--- src/rtl/ctrl_pkg.sv ---
// Shared types and encodings for the multi-cycle control sequencer.
package ctrl_pkg;

    localparam int unsigned OPW  = 6;
    localparam int unsigned ALUW = 6;
    localparam int unsigned PCSW = 2;
    localparam int unsigned DSW  = 2;

    typedef enum logic [2:0] {
        ST_FETCH, ST_DECODE, ST_EXEC, ST_MEM, ST_WB, ST_HALT, ST_ERROR
    } state_e;

    typedef enum logic [2:0] {
        IC_ALU, IC_LOAD, IC_STORE, IC_BEQ, IC_BNE, IC_J, IC_JR, IC_JAL
    } iclass_e;

    localparam logic [OPW-1:0] OP_RTYPE = 6'h00;
    localparam logic [OPW-1:0] OP_J     = 6'h02;
    localparam logic [OPW-1:0] OP_JAL   = 6'h03;
    localparam logic [OPW-1:0] OP_BEQ   = 6'h04;
    localparam logic [OPW-1:0] OP_BNE   = 6'h05;
    localparam logic [OPW-1:0] OP_ADDI  = 6'h08;
    localparam logic [OPW-1:0] OP_LUI   = 6'h0F;
    localparam logic [OPW-1:0] OP_LB    = 6'h20;
    localparam logic [OPW-1:0] OP_LH    = 6'h21;
    localparam logic [OPW-1:0] OP_LW    = 6'h23;
    localparam logic [OPW-1:0] OP_LBU   = 6'h24;
    localparam logic [OPW-1:0] OP_LHU   = 6'h25;
    localparam logic [OPW-1:0] OP_SB    = 6'h28;
    localparam logic [OPW-1:0] OP_SH    = 6'h29;
    localparam logic [OPW-1:0] OP_SW    = 6'h2B;
    localparam logic [OPW-1:0] OP_HALT  = 6'h3F;

    localparam logic [OPW-1:0] FN_SLL = 6'h00;
    localparam logic [OPW-1:0] FN_SRL = 6'h02;
    localparam logic [OPW-1:0] FN_JR  = 6'h08;
    localparam logic [OPW-1:0] FN_ADD = 6'h20;
    localparam logic [OPW-1:0] FN_SUB = 6'h22;
    localparam logic [OPW-1:0] FN_AND = 6'h24;
    localparam logic [OPW-1:0] FN_OR  = 6'h25;
    localparam logic [OPW-1:0] FN_SLT = 6'h2A;

    // Shift codes are the only ones with bit2 set and bit5 clear.
    localparam logic [ALUW-1:0] ALU_ADD = 6'h00;
    localparam logic [ALUW-1:0] ALU_SUB = 6'h01;
    localparam logic [ALUW-1:0] ALU_AND = 6'h02;
    localparam logic [ALUW-1:0] ALU_OR  = 6'h03;
    localparam logic [ALUW-1:0] ALU_SLL = 6'h04;
    localparam logic [ALUW-1:0] ALU_SRL = 6'h06;
    localparam logic [ALUW-1:0] ALU_SLT = 6'h21;

    localparam logic [PCSW-1:0] PC_SEL_INC    = 2'b00;
    localparam logic [PCSW-1:0] PC_SEL_BRANCH = 2'b01;
    localparam logic [PCSW-1:0] PC_SEL_JUMP   = 2'b10;
    localparam logic [PCSW-1:0] PC_SEL_REG    = 2'b11;

    localparam logic [DSW-1:0] DSIZE_WORD = 2'b11;
    localparam logic [DSW-1:0] DSIZE_HALF = 2'b01;
    localparam logic [DSW-1:0] DSIZE_BYTE = 2'b00;

    typedef struct packed {
        iclass_e         iclass;
        logic            regDst;
        logic            aluSrc;
        logic            wSrc;
        logic            memSign;
        logic            loadHigh;
        logic            link;
        logic [ALUW-1:0] aluCtl;
        logic [DSW-1:0]  dataSize;
    } ctrl_t;

endpackage

--- src/rtl/mc_decode.sv ---
// Combinational opcode/funct decode into the datapath control bundle.
module mc_decode
    import ctrl_pkg::*;
(
    input  logic [OPW-1:0] opcode,
    input  logic [OPW-1:0] funct,
    output ctrl_t          ctl,
    output logic           isHalt,
    output logic           isIllegal
);

    always_comb begin
        ctl        = '0;
        ctl.iclass = IC_ALU;
        isHalt     = 1'b0;
        isIllegal  = 1'b0;
        case (opcode)
            OP_RTYPE: begin
                ctl.regDst = 1'b1;
                case (funct)
                    FN_ADD:  ctl.aluCtl = ALU_ADD;
                    FN_SUB:  ctl.aluCtl = ALU_SUB;
                    FN_AND:  ctl.aluCtl = ALU_AND;
                    FN_OR:   ctl.aluCtl = ALU_OR;
                    FN_SLT:  ctl.aluCtl = ALU_SLT;
                    FN_SLL:  ctl.aluCtl = ALU_SLL;
                    FN_SRL:  ctl.aluCtl = ALU_SRL;
                    FN_JR: begin
                        ctl.regDst = 1'b0;
                        ctl.iclass = IC_JR;
                    end
                    default: isIllegal = 1'b1;
                endcase
            end
            OP_ADDI: ctl.aluSrc = 1'b1;
            OP_LUI: begin
                ctl.aluSrc   = 1'b1;
                ctl.loadHigh = 1'b1;
            end
            OP_LW, OP_LH, OP_LHU, OP_LB, OP_LBU: begin
                ctl.iclass  = IC_LOAD;
                ctl.aluSrc  = 1'b1;
                ctl.wSrc    = 1'b1;
                ctl.memSign = (opcode == OP_LH) || (opcode == OP_LB);
                ctl.dataSize = (opcode == OP_LW) ? DSIZE_WORD :
                               ((opcode == OP_LH) || (opcode == OP_LHU)) ? DSIZE_HALF : DSIZE_BYTE;
            end
            OP_SW, OP_SH, OP_SB: begin
                ctl.iclass   = IC_STORE;
                ctl.aluSrc   = 1'b1;
                ctl.dataSize = (opcode == OP_SW) ? DSIZE_WORD :
                               (opcode == OP_SH) ? DSIZE_HALF : DSIZE_BYTE;
            end
            OP_BEQ: begin
                ctl.iclass = IC_BEQ;
                ctl.aluCtl = ALU_SUB;
            end
            OP_BNE: begin
                ctl.iclass = IC_BNE;
                ctl.aluCtl = ALU_SUB;
            end
            OP_J: ctl.iclass = IC_J;
            // Link path: datapath routes pc+4 to r31 through the load-high mux.
            OP_JAL: begin
                ctl.iclass   = IC_JAL;
                ctl.link     = 1'b1;
                ctl.loadHigh = 1'b1;
                ctl.aluCtl   = ALU_ADD;
            end
            OP_HALT: isHalt = 1'b1;
            default: isIllegal = 1'b1;
        endcase
    end

endmodule

--- src/rtl/mc_control.sv ---
// Multi-cycle sequencer: fetch/decode/exec/mem/wb with bus timeout and sticky halt/error flags.
module mc_control
    import ctrl_pkg::*;
#(
    parameter int unsigned TIMEOUT = 255,
    parameter int unsigned TW      = 8
) (
    input  logic             clk,
    input  logic             rst_n,
    input  logic [OPW-1:0]   opcode,
    input  logic [OPW-1:0]   funct,
    input  logic             zFlag,
    input  logic             imem_ready,
    input  logic             dmem_ready,
    output logic             imem_req,
    output logic             dmem_req,
    output logic             ir_wr,
    output logic             pc_wr,
    output logic [PCSW-1:0]  pc_sel,
    output logic             regDst,
    output logic             aluSrc,
    output logic             memWr,
    output logic             wSrc,
    output logic             regWr,
    output logic             memSign,
    output logic             loadHigh,
    output logic             link,
    output logic [ALUW-1:0]  alu_ctl,
    output logic [DSW-1:0]   dataSize,
    output logic             halted,
    output logic             illegal,
    output logic             bus_err
);

    state_e          state, nextState;
    ctrl_t           ctlQ, decCtl;
    logic            decHalt, decIllegal;
    logic [TW-1:0]   waitCnt;
    logic            busErrQ, illegalQ;
    logic            timeoutHit, cntInc;

    logic            imemReqC, dmemReqC, irWrC, pcWrC, memWrC, regWrC, ctlActive;
    logic            setBusErr, setIllegal;
    logic [PCSW-1:0] pcSelC;

    mc_decode uDecode (
        .opcode    (opcode),
        .funct     (funct),
        .ctl       (decCtl),
        .isHalt    (decHalt),
        .isIllegal (decIllegal)
    );

    assign timeoutHit = (waitCnt == TW'(TIMEOUT));
    assign cntInc     = ((state == ST_FETCH) && !imem_ready) || ((state == ST_MEM) && !dmem_ready);

    // State, bundle, wait counter and sticky flags.
    always_ff @(posedge clk) begin
        if (!rst_n) begin
            state    <= ST_FETCH;
            ctlQ     <= '0;
            waitCnt  <= '0;
            busErrQ  <= 1'b0;
            illegalQ <= 1'b0;
        end else begin
            state <= nextState;
            if (state == ST_DECODE) ctlQ <= decCtl;
            if (nextState != state) waitCnt <= '0;
            else if (cntInc)        waitCnt <= waitCnt + TW'(1);
            if (setBusErr)  busErrQ  <= 1'b1;
            if (setIllegal) illegalQ <= 1'b1;
        end
    end

    // Next state and strobes; a ready in the timeout cycle still completes the transfer.
    always_comb begin
        nextState  = state;
        imemReqC   = 1'b0;
        dmemReqC   = 1'b0;
        irWrC      = 1'b0;
        pcWrC      = 1'b0;
        pcSelC     = PC_SEL_INC;
        memWrC     = 1'b0;
        regWrC     = 1'b0;
        ctlActive  = 1'b0;
        setBusErr  = 1'b0;
        setIllegal = 1'b0;
        case (state)
            ST_FETCH: begin
                imemReqC = 1'b1;
                if (imem_ready) begin
                    irWrC     = 1'b1;
                    pcWrC     = 1'b1;
                    nextState = ST_DECODE;
                end else if (timeoutHit) begin
                    setBusErr = 1'b1;
                    nextState = ST_ERROR;
                end
            end
            ST_DECODE: begin
                if (decHalt) nextState = ST_HALT;
                else if (decIllegal) begin
                    setIllegal = 1'b1;
                    nextState  = ST_ERROR;
                end else nextState = ST_EXEC;
            end
            ST_EXEC: begin
                ctlActive = 1'b1;
                nextState = ST_FETCH;
                case (ctlQ.iclass)
                    IC_BEQ: if (zFlag) begin
                        pcWrC  = 1'b1;
                        pcSelC = PC_SEL_BRANCH;
                    end
                    IC_BNE: if (!zFlag) begin
                        pcWrC  = 1'b1;
                        pcSelC = PC_SEL_BRANCH;
                    end
                    IC_J: begin
                        pcWrC  = 1'b1;
                        pcSelC = PC_SEL_JUMP;
                    end
                    IC_JR: begin
                        pcWrC  = 1'b1;
                        pcSelC = PC_SEL_REG;
                    end
                    IC_JAL: begin
                        pcWrC     = 1'b1;
                        pcSelC    = PC_SEL_JUMP;
                        nextState = ST_WB;
                    end
                    IC_LOAD, IC_STORE: nextState = ST_MEM;
                    default: nextState = ST_WB;
                endcase
            end
            ST_MEM: begin
                ctlActive = 1'b1;
                dmemReqC  = 1'b1;
                memWrC    = (ctlQ.iclass == IC_STORE);
                if (dmem_ready) begin
                    nextState = (ctlQ.iclass == IC_STORE) ? ST_FETCH : ST_WB;
                end else if (timeoutHit) begin
                    setBusErr = 1'b1;
                    nextState = ST_ERROR;
                end
            end
            ST_WB: begin
                ctlActive = 1'b1;
                regWrC    = 1'b1;
                nextState = ST_FETCH;
            end
            ST_HALT, ST_ERROR: nextState = state;
            default: nextState = ST_FETCH;
        endcase
    end

    // Every output is forced low while reset is held.
    always_comb begin
        imem_req = rst_n & imemReqC;
        dmem_req = rst_n & dmemReqC;
        ir_wr    = rst_n & irWrC;
        pc_wr    = rst_n & pcWrC;
        pc_sel   = rst_n ? pcSelC : '0;
        memWr    = rst_n & memWrC;
        regWr    = rst_n & regWrC;
        regDst   = rst_n & ctlActive & ctlQ.regDst;
        aluSrc   = rst_n & ctlActive & ctlQ.aluSrc;
        wSrc     = rst_n & ctlActive & ctlQ.wSrc;
        memSign  = rst_n & ctlActive & ctlQ.memSign;
        loadHigh = rst_n & ctlActive & ctlQ.loadHigh;
        link     = rst_n & ctlActive & ctlQ.link;
        alu_ctl  = (rst_n && ctlActive) ? ctlQ.aluCtl : '0;
        dataSize = (rst_n && ctlActive) ? ctlQ.dataSize : '0;
        halted   = rst_n && (state == ST_HALT);
        illegal  = rst_n & illegalQ;
        bus_err  = rst_n & busErrQ;
    end

endmodule
--- config.mk ---
export PLATFORM = sky130hd
export DESIGN_NAME = mc_control
export DESIGN_NICKNAME = d
export VERILOG_FILES = /design/src/rtl/ctrl_pkg.sv /design/src/rtl/mc_decode.sv /design/src/rtl/mc_control.sv
export SDC_FILE = /design/constraint.sdc
export NUM_CORES = 1
export LEC_CHECK = 0
export BUFFER_PORTS_ARGS = -buffer_cell sky130_fd_sc_hd__buf_2
export CORE_MARGIN = 2
export CORE_UTILIZATION = 55
export CTS_BUF_LIST = sky130_fd_sc_hd__clkbuf_8 sky130_fd_sc_hd__clkbuf_16
export DETAILED_ROUTE_END_ITERATION = 8
export PLACE_DENSITY = 0.83
export SYNTH_ARGS = -nofsm -noshare
export SYNTH_HDL_FRONTEND = slang
export SYNTH_SLANG_ARGS = --single-unit
export TNS_END_PERCENT = 20
--- constraint.sdc ---
create_clock -name clk -period 2.13 [get_ports clk]
set_input_delay 0.213 -clock clk [delete_from_list [all_inputs] [get_ports clk]]
set_output_delay 0.213 -clock clk [all_outputs]
set_load 0.05 [all_outputs]
==> flow_metrics.py, run 1 <==
metrics = {
    "floorplanning": {
        "initial_core_util": 0.570,
        "pin_count": 42,
        "die-area_um2": 4270,
        "dieHeight_um": 65.4,
        "rows": 22,
        "core_um2": 3630,
        "die_w_um": 65.4,
    },
    "synthesis": {
        "ys_seq_area_frac": 0.271,
        "ys_top_cells_by_area": "dfxtp_1 27%, and2_1 4.8%, nor2_1 4.5%, xnor2_1 3.4%, nand2_1 3.1%",
        "syn_inst": 262,
        "async_flop_share": 0,
        "synth_ff_type": "dfxtp_1",
        "yosysUniqueCellTypes": 64,
        "syn-cell-area_um2": 2070,
        "synth_top_area_share": 0.271,
        "synth-edff-count": 0,
        "yosysTopAreaCell": "dfxtp_1",
        "syn_area_per_cell_um2": 7.90,
        "synth_seq_cells": 28,
        "yosys_warnings": 0,
    },
    "sta": {
        "min_period_over_period": 0.949,
        "fmax_mhz": 495,
        "finalMaxSlewViolations": 0,
        "setup_violations": 0,
        "rsz0062_at_grt": "no",
        "clock_skew_ns": 0.00296,
        "period_minus_slack_ns": 2.02,
        "setup_tns_ns": 0,
        "report.final.hold_viol_count": 0,
    },
    "detailed_routing": {
        "antenna_left": 0,
        "wire_per_inst_um": 14.5,
        "first_pass_iters": 4,
        "drc": 0,
        "num_vias": 2040,
        "vias_per_cell": 5.95,
        "drtIter0Drc": 129,
        "postRouteWirelength_um": 4980,
    },
    "place": {
        "hpwl_um": 3530,
        "port_buffers": 39,
        "routabilityCongestion": 0.871,
    },
    "setup_path": {
        "crit_path_end_kind": "primary output",
        "arrival_ns": 1.81,
        "critPathMaxFanout": 11,
        "critPathRequiredTime_ns": 1.92,
        "worstSetupStartpointType": "register",
        "r2r-start": "state[1]",
        "critPathKind": "reg -> out",
        "setup.worst_path.start": "state[1]",
    },
    "global_route": {
        "grt_use_met3": 0.0360,
        "grt_busiest_layer": "met2",
        "grt_pass1_wl_um": 8250,
        "antenna_found_initial": 0,
        "grtUsageMet1": 0.349,
        "grtUsageMet2": 0.352,
        "grt_overflow": 0,
        "grt_max_degree": 20,
        "grt.total_usage": 0.239,
        "grt_pass1_vias": 1773,
    },
    "clock_network": {
        "clock-root-buffer": "clkbuf_8",
        "cts.hold.buffers_added": 0,
        "cts_tree": "done",
        "cts_buffer_depth": 2,
        "cts_buffers": 3,
        "cts.clk_slew.worst_paths_ns": 0.10,
        "cts_max_level": 1,
        "clock_latency_ns": 0.27,
        "cts_num_sinks": 28,
    },
    "power_and_ir_drop": {
        "p_sw_frac": 0.387,
        "p_switching_uw": 660,
        "pwr-share-seq": 0.364,
        "power_mw": 1.71,
        "internal_power_mw": 1.05,
        "comb_power_share": 0.393,
        "power.density_nw_per_um2": 718,
        "peakVddDrop_mv": 0.401,
        "leakage_nw": 0.910,
        "clkPwrFrac": 0.243,
    },
    "cells_and_area": {
        "nFillCells": 319,
        "layout-drive-gt1-share": 0.244,
        "num_antenna_cells": 0,
        "nets": 314,
        "syn2layout_area_growth_pct": 14.8,
    },
    "run_status": {
        "status": "complete, no violations",
    },
    "hold_path": {
        "hp-class": "in -> reg",
        "min_from": "rst_n",
    },
    "flow_run": {
        "cap_viol_max_count": 0,
    },
}
[per-stage QoR]
| step | utilization | std cells | setup WS, ns | instance area (um^2) | hold slack (ns) |
|---|---|---|---|---|---|
| 2_1_floorplan | - | 263 | 0.0213 | 2080 | 0.330 |
| 3_3_place_gp | 0.629 | 338 | 0.204 | 2290 | 0.440 |
| 3_5_place_dp | 0.629 | 338 | 0.140 | 2290 | 0.442 |
| 4_1_cts | 0.649 | 342 | 0.0203 | 2360 | 0.230 |
| 5_1_grt | 0.654 | 343 | 0.0387 | 2380 | 0.245 |
| 6_report | 0.654 | 343 | 0.109 | 2380 | 0.239 |
[per-layer routing]
layer / up-vias / part of all wire / wire (um)
met4: 0 / 0.016 / 81
met2: 76 / 0.45 / 2230
li1: 1027 / - / -
met1: 929 / 0.46 / 2300
met5: - / 0 / 0
met3: 8 / 0.073 / 363
[registers in the layout (all words and copies together), names as in the netlist]
signal,count
waitCnt,8
busErrQ,1
illegalQ,1
state,3
ctlQ,15
[cells in the final DEF, fill, tap and decap left out, types with 3 or more instances in the layout]
master and count:
a21oi_1 10, nor3_1 5, nand4_1 5, o21bai_1 4, nand2_1 17, nand3_1 7, nor4_1 10, nor3b_1 3
nor2_1 23, a22oi_1 6, and3_1 5, buf_4 9, and2_1 16, a211oi_1 3, xnor2_1 8, inv_1 8
a31oi_1 5, clkbuf_8 3, nand2b_1 5, o21ai_0 11, dfxtp_1 28, nor2b_1 6, buf_2 39
[power groups by stage]
stage | combinational, mW | sequential, mW | clock, mW
2_1_floorplan | 0.529 | 0.591 | 0
3_3_place_gp | 0.626 | 0.626 | 0
3_5_place_dp | 0.634 | 0.628 | 0
4_1_cts | 0.639 | 0.616 | 0.428
5_1_grt | 0.724 | 0.628 | 0.442
6_report | 0.671 | 0.621 | 0.414
[layout make-up]
| type | instances | area [um^2] | area share |
|---|---|---|---|
| repair buffers | 48 | 263 | 0.111 |
| flip-flops and latches | 28 | 561 | 0.236 |
| clock buffers | 3 | 41.3 | 0.0174 |
| well taps | 48 | 60.1 | 0.0253 |
| inverters | 8 | 30.0 | 0.0126 |
| multi-input cells | 207 | 1390 | 0.586 |
| clock inverters | 1 | 30.0 | 0.0126 |
[worst paths after layout]
path | endpoint | depth (start not counted) | slack, ns
max | alu_ctl[2] | 5 | 0.11
min | illegalQ | 2 | 0.24
max reg2reg | waitCnt[3] | 6 | 0.14
min reg2reg | ctlQ[11] | 2 | 0.45
[worst max-delay path, cell delays in order, from the launching register on]
cell,delay [ns]
dfxtp_1,0.59
nor2_2,0.10
mux2i_2,0.32
nor2_2,0.14
and2_1,0.18
buf_2,0.20
[Yosys cell counts (6+ instances only)]
library cell	n
nand2_1	17
nor2b_1	6
xnor2_1	8
and2_1	16
buf_2	9
nand3_1	7
nor2_1	25
a21oi_1	10
o21ai_0	11
dfxtp_1	28
clkbuf_1	6
nor4_1	10
nor3_1	6
inv_1	8
a22oi_1	6
[cell families after synthesis]
logic type                 count (synthesis)  share of synthesized area
DFF                                       28                      0.271
other                                      1                    0.00181
adders and majority gates                  1                    0.00604
muxes                                      3                     0.0145
and+or+nand+nor                          127                      0.371
buffers and inverters                     29                     0.0707
AOI/OAI and AO/OA                         64                      0.227
xor gates and xnor gates                   9                     0.0381
[repair_timing]
item | 4_1_cts | 5_1_grt
setup buffers | 0 | 0
pin swaps | 0 | 1
gates resized for setup | 1 | 3
endpoints found under the setup margin | 12 | 12
cloned | 0 | 1
Power figures use the tool's default switching activity.
==> inputs of run 2 (changes only) <==
CORE_UTILIZATION = 57   (was 55)
CTS_BUF_LIST = sky130_fd_sc_hd__clkbuf_4   (was sky130_fd_sc_hd__clkbuf_8 sky130_fd_sc_hd__clkbuf_16)
PLACE_DENSITY = 0.85   (was 0.83)
==> flow_metrics.py, run 2 (same netlist as run 1, synthesis figures left out) <==
metrics = {
    "cells_and_area": {
        "fin_area_um2": 2360,
        "layout-drive-gt1-share": 0.245,
        "num_antenna_cells": 0,
        "top_regs": "ctlQ (15), waitCnt (8), state (3)",
        "syn2layout_area_growth_pct": 13.8,
        "nets": 313,
        "nFillCells": 316,
        "regMostFlops": "ctlQ",
        "final_cell_mix": "39 x buf_2, 27 x dfxtp_1, 23 x nor2_1",
        "largest_register_ffs": 15,
        "fin_cells": 340,
        "final_common_cell": "buf_2",
        "fin_util": 0.690,
    },
    "floorplanning": {
        "die-area_um2": 4130,
        "pin_count": 42,
        "initial_core_util": 0.606,
        "rows": 21,
        "core_um2": 3420,
        "dieHeight_um": 64.3,
        "die_w_um": 64.3,
    },
    "sta": {
        "min_period_over_period": 0.963,
        "period_minus_slack_ns": 2.05,
        "setup_tns_ns": 0,
        "setup_violations": 0,
        "report.final.hold_viol_count": 0,
        "rsz0062_at_grt": "no",
        "fin_ws_ns": 0.0798,
        "finalMaxSlewViolations": 0,
        "clock_skew_ns": 0.0113,
        "fin_hold_ws_ns": 0.167,
        "fmax_mhz": 488,
    },
    "place": {
        "dpl_cell_area_um2": 2280,
        "dp_cells": 335,
        "port_buffers": 39,
        "routabilityCongestion": 0.882,
        "hpwl_um": 3580,
        "dp_slack_ns": 0.0504,
    },
    "power_and_ir_drop": {
        "power_mw": 1.65,
        "pwr-share-seq": 0.378,
        "power.density_nw_per_um2": 701,
        "comb_power_share": 0.410,
        "peakVddDrop_mv": 0.410,
        "internal_power_uw": 984,
        "clkPwrFrac": 0.212,
        "p_sw_frac": 0.404,
        "leakage_nw": 0.899,
        "p_switching_uw": 668,
    },
    "detailed_routing": {
        "drtIter0Drc": 159,
        "postRouteWirelength_um": 5150,
        "antenna_left": 0,
        "first_pass_iters": 4,
        "num_vias": 2088,
        "wire_per_inst_um": 15.2,
        "vias_per_cell": 6.14,
        "drc": 0,
    },
    "global_route": {
        "antenna_found_initial": 0,
        "grt_pass1_wl_um": 8740,
        "grt_pass1_vias": 1882,
        "grtUsageMet1": 0.368,
        "grtUsageMet2": 0.422,
        "grt.total_usage": 0.263,
        "grt_overflow": 0,
        "grt_max_degree": 20,
        "grt_use_met3": 0.0405,
        "grt_busiest_layer": "met2",
    },
    "clock_network": {
        "cts_buffers": 3,
        "cts_tree": "done",
        "cts.clk_slew.worst_paths_ns": 0.16,
        "cts_num_sinks": 28,
        "post-cts-setup-buffers": 0,
        "cts_buffer_depth": 2,
        "clock-root-buffer": "clkbuf_4",
        "cts_max_level": 1,
        "cts.hold.buffers_added": 0,
        "clock_latency_ns": 0.33,
    },
    "setup_path": {
        "critPathRequiredTime_ns": 1.92,
        "arrival_ns": 1.84,
        "worstSetupStartpointType": "register",
        "crit_path_end_kind": "primary output",
        "critPathMaxFanout": 8,
        "critPathKind": "reg -> out",
    },
    "hold_path": {
        "hp-class": "in -> reg",
    },
    "flow_run": {
        "cap_viol_max_count": 0,
    },
    "run_status": {
        "status": "complete, no violations",
    },
}
-- run 2: area by class of cell --
| type | count | area [um^2] | share of cell area |
|---|---|---|---|
| clock buffers | 3 | 22.5 | 0.00955 |
| clock inverters | 1 | 30.0 | 0.0127 |
| inverters | 8 | 30.0 | 0.0127 |
| multi-input cells | 207 | 1400 | 0.593 |
| flip-flops and latches | 28 | 564 | 0.239 |
| well taps | 46 | 57.6 | 0.0244 |
| repair buffers | 47 | 255 | 0.108 |
-- run 2: timing repair --
action | 4_1_cts | 5_1_grt
endpoints found under the setup margin | 12 | 12
endpoints found under the hold margin | 0 | 0
gates resized for setup | 3 | 4
cloned | 1 | 0
pin swaps | 2 | 0
-- run 2: path summary, 6_finish.rpt --
kind                 start    endpoint  slack, ns  depth (start not counted)
hold reg to reg    ctlQ[0]     ctlQ[0]       0.46                          2
setup reg to reg  state[0]     ctlQ[1]       0.26                          6
setup / recovery  state[0]  alu_ctl[5]       0.08                          5
hold / removal       rst_n    state[2]       0.17                          2
-- run 2: layer usage --
layer  part of all wire  up-vias
li1                   -     1026
met1               0.47      993
met2               0.47       65
met3              0.053        4
met4             0.0072        0
met5                  0        -
-- run 2: power groups by stage --
| stage | Combinational, mW | Sequential (mW) | Clock (mW) |
|---|---|---|---|
| after floorplan | 0.529 | 0.591 | 0 |
| after global placement | 0.621 | 0.625 | 0 |
| after detailed placement | 0.635 | 0.628 | 0 |
| after CTS | 0.657 | 0.618 | 0.361 |
| after global routing | 0.731 | 0.630 | 0.379 |
| final | 0.678 | 0.624 | 0.350 |
-- run 2: worst max-delay path, stage by stage, from the launching register on --
cell	delay, ns
dfxtp_1	0.53
nor2_2	0.11
mux2i_2	0.36
nor2_4	0.12
and2_1	0.18
buf_2	0.20
